===== src/rtl/sram_model_pkg.sv =====
// Shared types and constants for the byte-wide SRAM model and its access timer.
package sram_model_pkg;

    localparam int SRAM_MODEL_DATA_W = 8;
    localparam int ACC_CYC_MIN       = 1;
    localparam int ACC_CYC_MAX       = 255;
    localparam int ACC_CNT_W         = 8;

    typedef enum logic [1:0] {
        IDLE,
        ACCESS,
        VALID
    } acc_state_e;

endpackage


===== src/rtl/sram_model_acc_timer.sv =====
// Read access timer: counts consecutive read-cycle edges on a stable address.
// Exposes an extra access_o port when SRAM_MODEL_XCHECK_EN is defined.
module sram_model_acc_timer
    import sram_model_pkg::*;
#(
    parameter int ADDR_W  = 16,
    parameter int ACC_CYC = 55
) (
    input  logic              clk,
    input  logic              nreset,
    input  logic              read_cyc_i,
    input  logic [ADDR_W-1:0] addr_i,
    output logic              valid_o,
    output logic              load_o,
    output logic              restart_o
`ifdef SRAM_MODEL_XCHECK_EN
    ,
    output logic              access_o
`endif
);

    localparam logic [ACC_CNT_W-1:0] ACC_LAST = ACC_CNT_W'(ACC_CYC);

    if (ACC_CYC < ACC_CYC_MIN || ACC_CYC > ACC_CYC_MAX) begin : g_bad_acc_cyc
        $error("sram_model_acc_timer: ACC_CYC out of range");
    end

    acc_state_e           state_q, state_d;
    logic [ACC_CNT_W-1:0] cnt_q, cnt_d;
    logic [ADDR_W-1:0]    addr_q, addr_d;
    logic                 start;

    // NOTE: every signal written here gets a default first so no latch is inferred.
    always_comb begin
        state_d   = state_q;
        cnt_d     = cnt_q;
        addr_d    = addr_q;
        start     = 1'b0;
        load_o    = 1'b0;
        restart_o = 1'b0;
        if (!read_cyc_i) begin
            state_d = IDLE;
            cnt_d   = '0;
        end else begin
            unique case (state_q)
                IDLE:   start = 1'b1;
                ACCESS: begin
                    if (addr_i != addr_q) begin
                        start     = 1'b1;
                        restart_o = 1'b1;
                    end else begin
                        cnt_d = cnt_q + 1'b1;
                        if (cnt_d == ACC_LAST) begin
                            state_d = VALID;
                            load_o  = 1'b1;
                        end
                    end
                end
                VALID: begin
                    // Output register follows the address every edge while valid.
                    load_o = 1'b1;
                    if (addr_i != addr_q) begin
                        start     = 1'b1;
                        restart_o = 1'b1;
                    end
                end
                default: state_d = IDLE;
            endcase
            if (start) begin
                cnt_d  = 1;
                addr_d = addr_i;
                if (ACC_LAST == 1) begin
                    state_d = VALID;
                    load_o  = 1'b1;
                end else begin
                    state_d = ACCESS;
                end
            end
        end
    end

    // NOTE: sequential state uses non-blocking assignments only.
    always_ff @(posedge clk or negedge nreset) begin
        if (!nreset) begin
            state_q <= IDLE;
            cnt_q   <= '0;
            addr_q  <= '0;
        end else begin
            state_q <= state_d;
            cnt_q   <= cnt_d;
            addr_q  <= addr_d;
        end
    end

    assign valid_o = (state_q == VALID);
`ifdef SRAM_MODEL_XCHECK_EN
    assign access_o = (state_q == ACCESS);
`endif

endmodule


===== config.mk =====
export PLATFORM = sky130hd
export DESIGN_NAME = sram_model_acc_timer
export DESIGN_NICKNAME = d
export VERILOG_FILES = /design/src/rtl/sram_model_pkg.sv /design/src/rtl/sram_model_acc_timer.sv
export SDC_FILE = /design/constraint.sdc
export NUM_CORES = 1
export LEC_CHECK = 0
export ABC_AREA = 1
export ABC_CLOCK_PERIOD_IN_PS = 2140
export BUFFER_PORTS_ARGS = -buffer_cell sky130_fd_sc_hd__buf_2
export CAP_MARGIN = 0
export CORE_AREA = 2 2 73 75
export DETAILED_ROUTE_END_ITERATION = 8
export DIE_AREA = 0 0 75 77
export PLACE_DENSITY = 0.58
export SLEW_MARGIN = 20
export SYNTH_ARGS = -nofsm -noshare
export SYNTH_HDL_FRONTEND = slang
export SYNTH_SLANG_ARGS = --single-unit

===== constraint.sdc =====
create_clock -name clk -period 2.14 [get_ports clk]
set_input_delay 0.428 -clock clk [delete_from_list [all_inputs] [get_ports clk]]
set_output_delay 0.428 -clock clk [all_outputs]
set_load 0.02 [all_outputs]

After elaboration in Yosys (flattened, before gate mapping)
Index checks and enable logic that the tools add are counted.

Bits in registers: 26. Output and inout bits: 3. Logic and storage cells: 37.

Add/subtract/negate cells: 1. Equal/unequal tests: 9. Muxes and demuxes: 18. Reduce and logical (&&, ||, !) cells: 6.

Operators with widths (number): 8-bit 2-to-1 mux (4); 16-bit != test (1); 8-bit by 1-bit adder with 8-bit output (second input constant) (1); 8-bit by 6-bit equality test with 1-bit output (second input constant) (1); 2-bit 2-to-1 mux (4); 4-bit != test (second input constant) (2); 1-bit 2-to-1 mux (7); 3-bit by 2-bit != test with 1-bit output (second input constant) (2); 1-bit case mux with 2 select lines (2); 2-bit case mux with 2 select lines (1); 2-bit AND reduction (2); 2-bit OR reduction (2); 3-bit by 1-bit != test with 1-bit output (second input constant) (1); 3-bit AND reduction (1); 2-bit by 1-bit equality test with 1-bit output (second input constant) (1); 2-bit equality test (second input constant) (1); 2-bit logical NOT (1).

Logic depth before layout (Yosys ltp)
Depth in word-level cells: 7. Depth in mapped cells: 13. Gate-level depth less buffers: 12.

Worst setup path after synthesis
Ideal clock, no wire load.

Path kind: register -> output. From: register cnt_q[0]. To: output port load_o. Data arrival time: 1.585 ns. Setup slack: 0.127 ns. Cell stages (with the launch flop): 11. Buffers on the path: 0. Cell sequence: dfrtp_1 > ha_1 > nand2_1 > nand2_1 > nor2_1 > nand2_1 > nor2_1 > nand3_1 > nor3_2 > nor2_1 > nor2_1.

Longest elaborated chain between the ends: 6.

Ends and longest elaborated chain: from (decl) (RTL line sram_model_acc_timer.sv:29) `logic [ACC_CNT_W-1:0] cnt_q, cnt_d;`; from (signal assigned) (RTL line sram_model_acc_timer.sv:90) `cnt_q <= cnt_d;`; 8-bit by 1-bit adder with 8-bit output (RTL line sram_model_acc_timer.sv:52) `cnt_d = cnt_q + 1'b1;`; 8-bit by 6-bit equality test with 1-bit output (RTL line sram_model_acc_timer.sv:53) `if (cnt_d == ACC_LAST) begin`; 1-bit 2-to-1 mux (RTL line sram_model_acc_timer.sv:53); 1-bit 2-to-1 mux (RTL line sram_model_acc_timer.sv:48) `if (addr_i != addr_q) begin`; 1-bit case mux with 2 select lines (RTL line sram_model_acc_timer.sv:45) `unique case (state_q)`; 1-bit 2-to-1 mux (RTL line sram_model_acc_timer.sv:41) `if (!read_cyc_i) begin`; to (decl) (RTL line sram_model_acc_timer.sv:14) `output logic load_o,`.

No other way between the ends.

Worst setup path in the final report
Same ends and word-level chain as after synthesis.

==> impl_metrics.ini <==
[floorplanning]
initial_utilization = 0.343
core-area_um2 = 4980
rows = 26
die_h_um = 77
num_io_pins = 22
fp.dieW_um = 75
fp.dieArea_um2 = 5780

[sta]
whs_ps = 147
clock_skew_ps = 3.36
tightest_slew_ps = 591
rsz0062_at_grt = yes
post-route-period-util = 1.04
hold_viol_final = 0
final.setup.tns_ps = -80.8
setup_ws_ps = -80.8
drv_slew = 0
fmaxAchievable_ghz = 0.450
finalCriticalPeriod_ps = 2220
setup_viol = 1
slew_headroom = 0.606

[logic_synthesis]
syn-cell-area_um2 = 1710
yosysSeqAreaShare = 0.382
muxShareOfSynthArea = 0
synth_edf_count = 0
avgSynthCellArea_um2 = 6.58
synth_ff_type = dfrtp_1
synth_top_family_by_area = simple AND/OR/NAND/NOR gates
ys_types = 21
postSynth.asyncResetShare = 1.00
syn_nets = 284
synth_compound_area_frac = 0.0807
syn_inst = 259
ys_seq_elements = 26
yosys.area_share.simple = 0.363
synth_fa_ha_area_frac = 0.0440
synth_xor_area_frac = 0.00514
yosys_warnings = 0

[global_routing]
overflow = 0
grt_pass1_vias = 1507
grt_pass1_wl_um = 6230
grt_antenna_before_repair = 0
grt_usage = 0.136
grt_start_max_net_pins = 35

[cts]
cts_buffer_depth = 2
cts_max_level = 1
tritoncts = yes
cts_buffers = 3
clock-root-buffer = clkbuf_8
worstSkewPairLatency_ps = 270
clk_pin_slew_ps = 90
clkSinkCount = 26

[layout]
drive_above_1_share = 0.167
area_growth_pct = 18.3
nNetsFinal = 314
n_antenna_cell = 0
final_common_cell = nand2_1
final_cell_mix = nand2_1, inv_1, dfrtp_1
fin_area_um2 = 2020

[run]
max_cap_violations = 0

[detailed_routing]
drt-initial-drc-count = 54
vias_per_cell = 4.25
drc = 0
ant_nets = 0
wl_per_cell_um = 9.35
num_vias = 1520
totalWireLength_um = 3350
dr.pass1.iters = 4

[critical_path]
worstSetupPathType = register to output pin
critPathMaxFanout = 5
arrival_ps = 1790
path_delay_family = simple AND/OR/NAND/NOR gates
crit_top_cell = nor2_1
critical_path.slowest_cell = dfrtp_1
endpoint_kind = output pin
rr_worst_depth = 12
path_depth = 11
crit_buf_inv = 1
path_cells = ha_4 -> nand2_1 -> nand2_1 -> nor2_1 -> nand2_1 -> nor2_1 -> nand3_1 -> nor3_2 -> nor2_1 -> nor2_1 -> buf_4
required_ps = 1710
slowest_delay_ps = 440
startpoint_type = register

[place]
gp_congestion = 0.840
hpwl_um = 2440
placed_area_um2 = 1890
portBuffers = 21

[power]
switchingPower_mw = 0.334
cellLeakagePower_nw = 1.10
power_frac_comb = 0.199
intPower_mw = 0.794
ir_worst_vdd_mv = 0.385
clockPowerShare = 0.285
p_per_area_nw_per_um2 = 559
seqPwrFrac = 0.516
swShare = 0.296
fin_total_pwr_mw = 1.13

[outcome]
status = complete, but fails checks
violations = negative setup slack

[worst_hold_path]
holdCritPathClass = input pin to asynchronous set/reset pin
-- path summary, 6_finish.rpt --
path / startpoint / to / slack, ps
max in group asynchronous: nreset / cnt_q[3] / 1570
max reg2reg: cnt_q[0] / state_q[1] / 280
min in group clk: addr_i[2] / addr_q[2] / 430
min: nreset / addr_q[9] / 150
min reg2reg: addr_q[7] / addr_q[7] / 520
max: cnt_q[0] / load_o / -80
-- cells by family (layout without fill, tap and decap cells) --
kind of cell    count (synthesis)  after routing
buf+inv                        54             83
compound gates                 27             27
xor+xnor                        1              1
simple gates                  145            145
flops                          26             26
fa+ha+maj                       6              6
-- through the flow --
step / cells / util / setup WS, ps
4_1_cts: 358 / 0.405 / -73.2
3_3_place_gp: 348 / 0.379 / 98.9
5_1_grt: 358 / 0.405 / -314
2_1_floorplan: 259 / - / 127
6_report: 358 / 0.405 / -80.8
3_5_place_dp: 348 / 0.379 / 53.0
-- metal layers --
metal  vias up  track usage  share of wire
met4         0       0.0429          0.011
li1        833            -              -
met5         -            0              0
met2        25        0.230           0.45
met3         4       0.0237          0.042
met1       658        0.174           0.49
-- registers in the layout, indices dropped and copies added, names as in the netlist --
name     cells
addr_q      16
state_q      2
cnt_q        8
-- worst reg2reg max path: cells and delay by family (launching register included) --
family	cells	cell delay, ps
buffers and inverters	4	500
DFF	1	440
and+or+nand+nor	6	420
adders and majority gates	1	200
xor gates and xnor gates	1	190
-- Yosys cell counts, types with 2 or more instances --
| library cell | n | area, µm² |
|---|---|---|
| nor2_1 | 19 | 71.3 |
| nand4_1 | 2 | 12.5 |
| or2_0 | 2 | 12.5 |
| nand3b_1 | 2 | 15.0 |
| dfrtp_1 | 26 | 651 |
| a21oi_1 | 7 | 35.0 |
| nor2_2 | 2 | 12.5 |
| ha_1 | 6 | 75.1 |
| nand2_1 | 104 | 390 |
| inv_1 | 50 | 188 |
| nand2_2 | 2 | 12.5 |
| o21ai_0 | 19 | 95.1 |
| nand3_1 | 9 | 45.0 |
| buf_4 | 2 | 15.0 |
-- timing repair --
action,CTS,global route
hold buffers,0,0
setup buffers,6,0
hold endpoints to repair,0,0
gates resized for setup,9,2
endpoints found under the setup margin,1,1
pin swaps,2,0
-- power groups by stage --
| stage | Clock (mW) | Sequential [mW] | Combinational [mW] |
|---|---|---|---|
| 5_1_grt | 0.353 | 0.591 | 0.274 |
| 6_report | 0.322 | 0.582 | 0.224 |
| 3_5_place_dp | 0 | 0.592 | 0.223 |
| 2_1_floorplan | 0 | 0.586 | 0.165 |
| 3_3_place_gp | 0 | 0.590 | 0.219 |
| 4_1_cts | 0.329 | 0.582 | 0.230 |
-- cell type report --
type	count	area, µm²
clock buffers	4	55.1
multi-input cells	179	866
well taps	70	87.6
repair buffers	28	164
flip-flops and latches	26	652
inverters	51	194
fillers	521	2960
No activity file was read; power rests on OpenSTA's default activity.
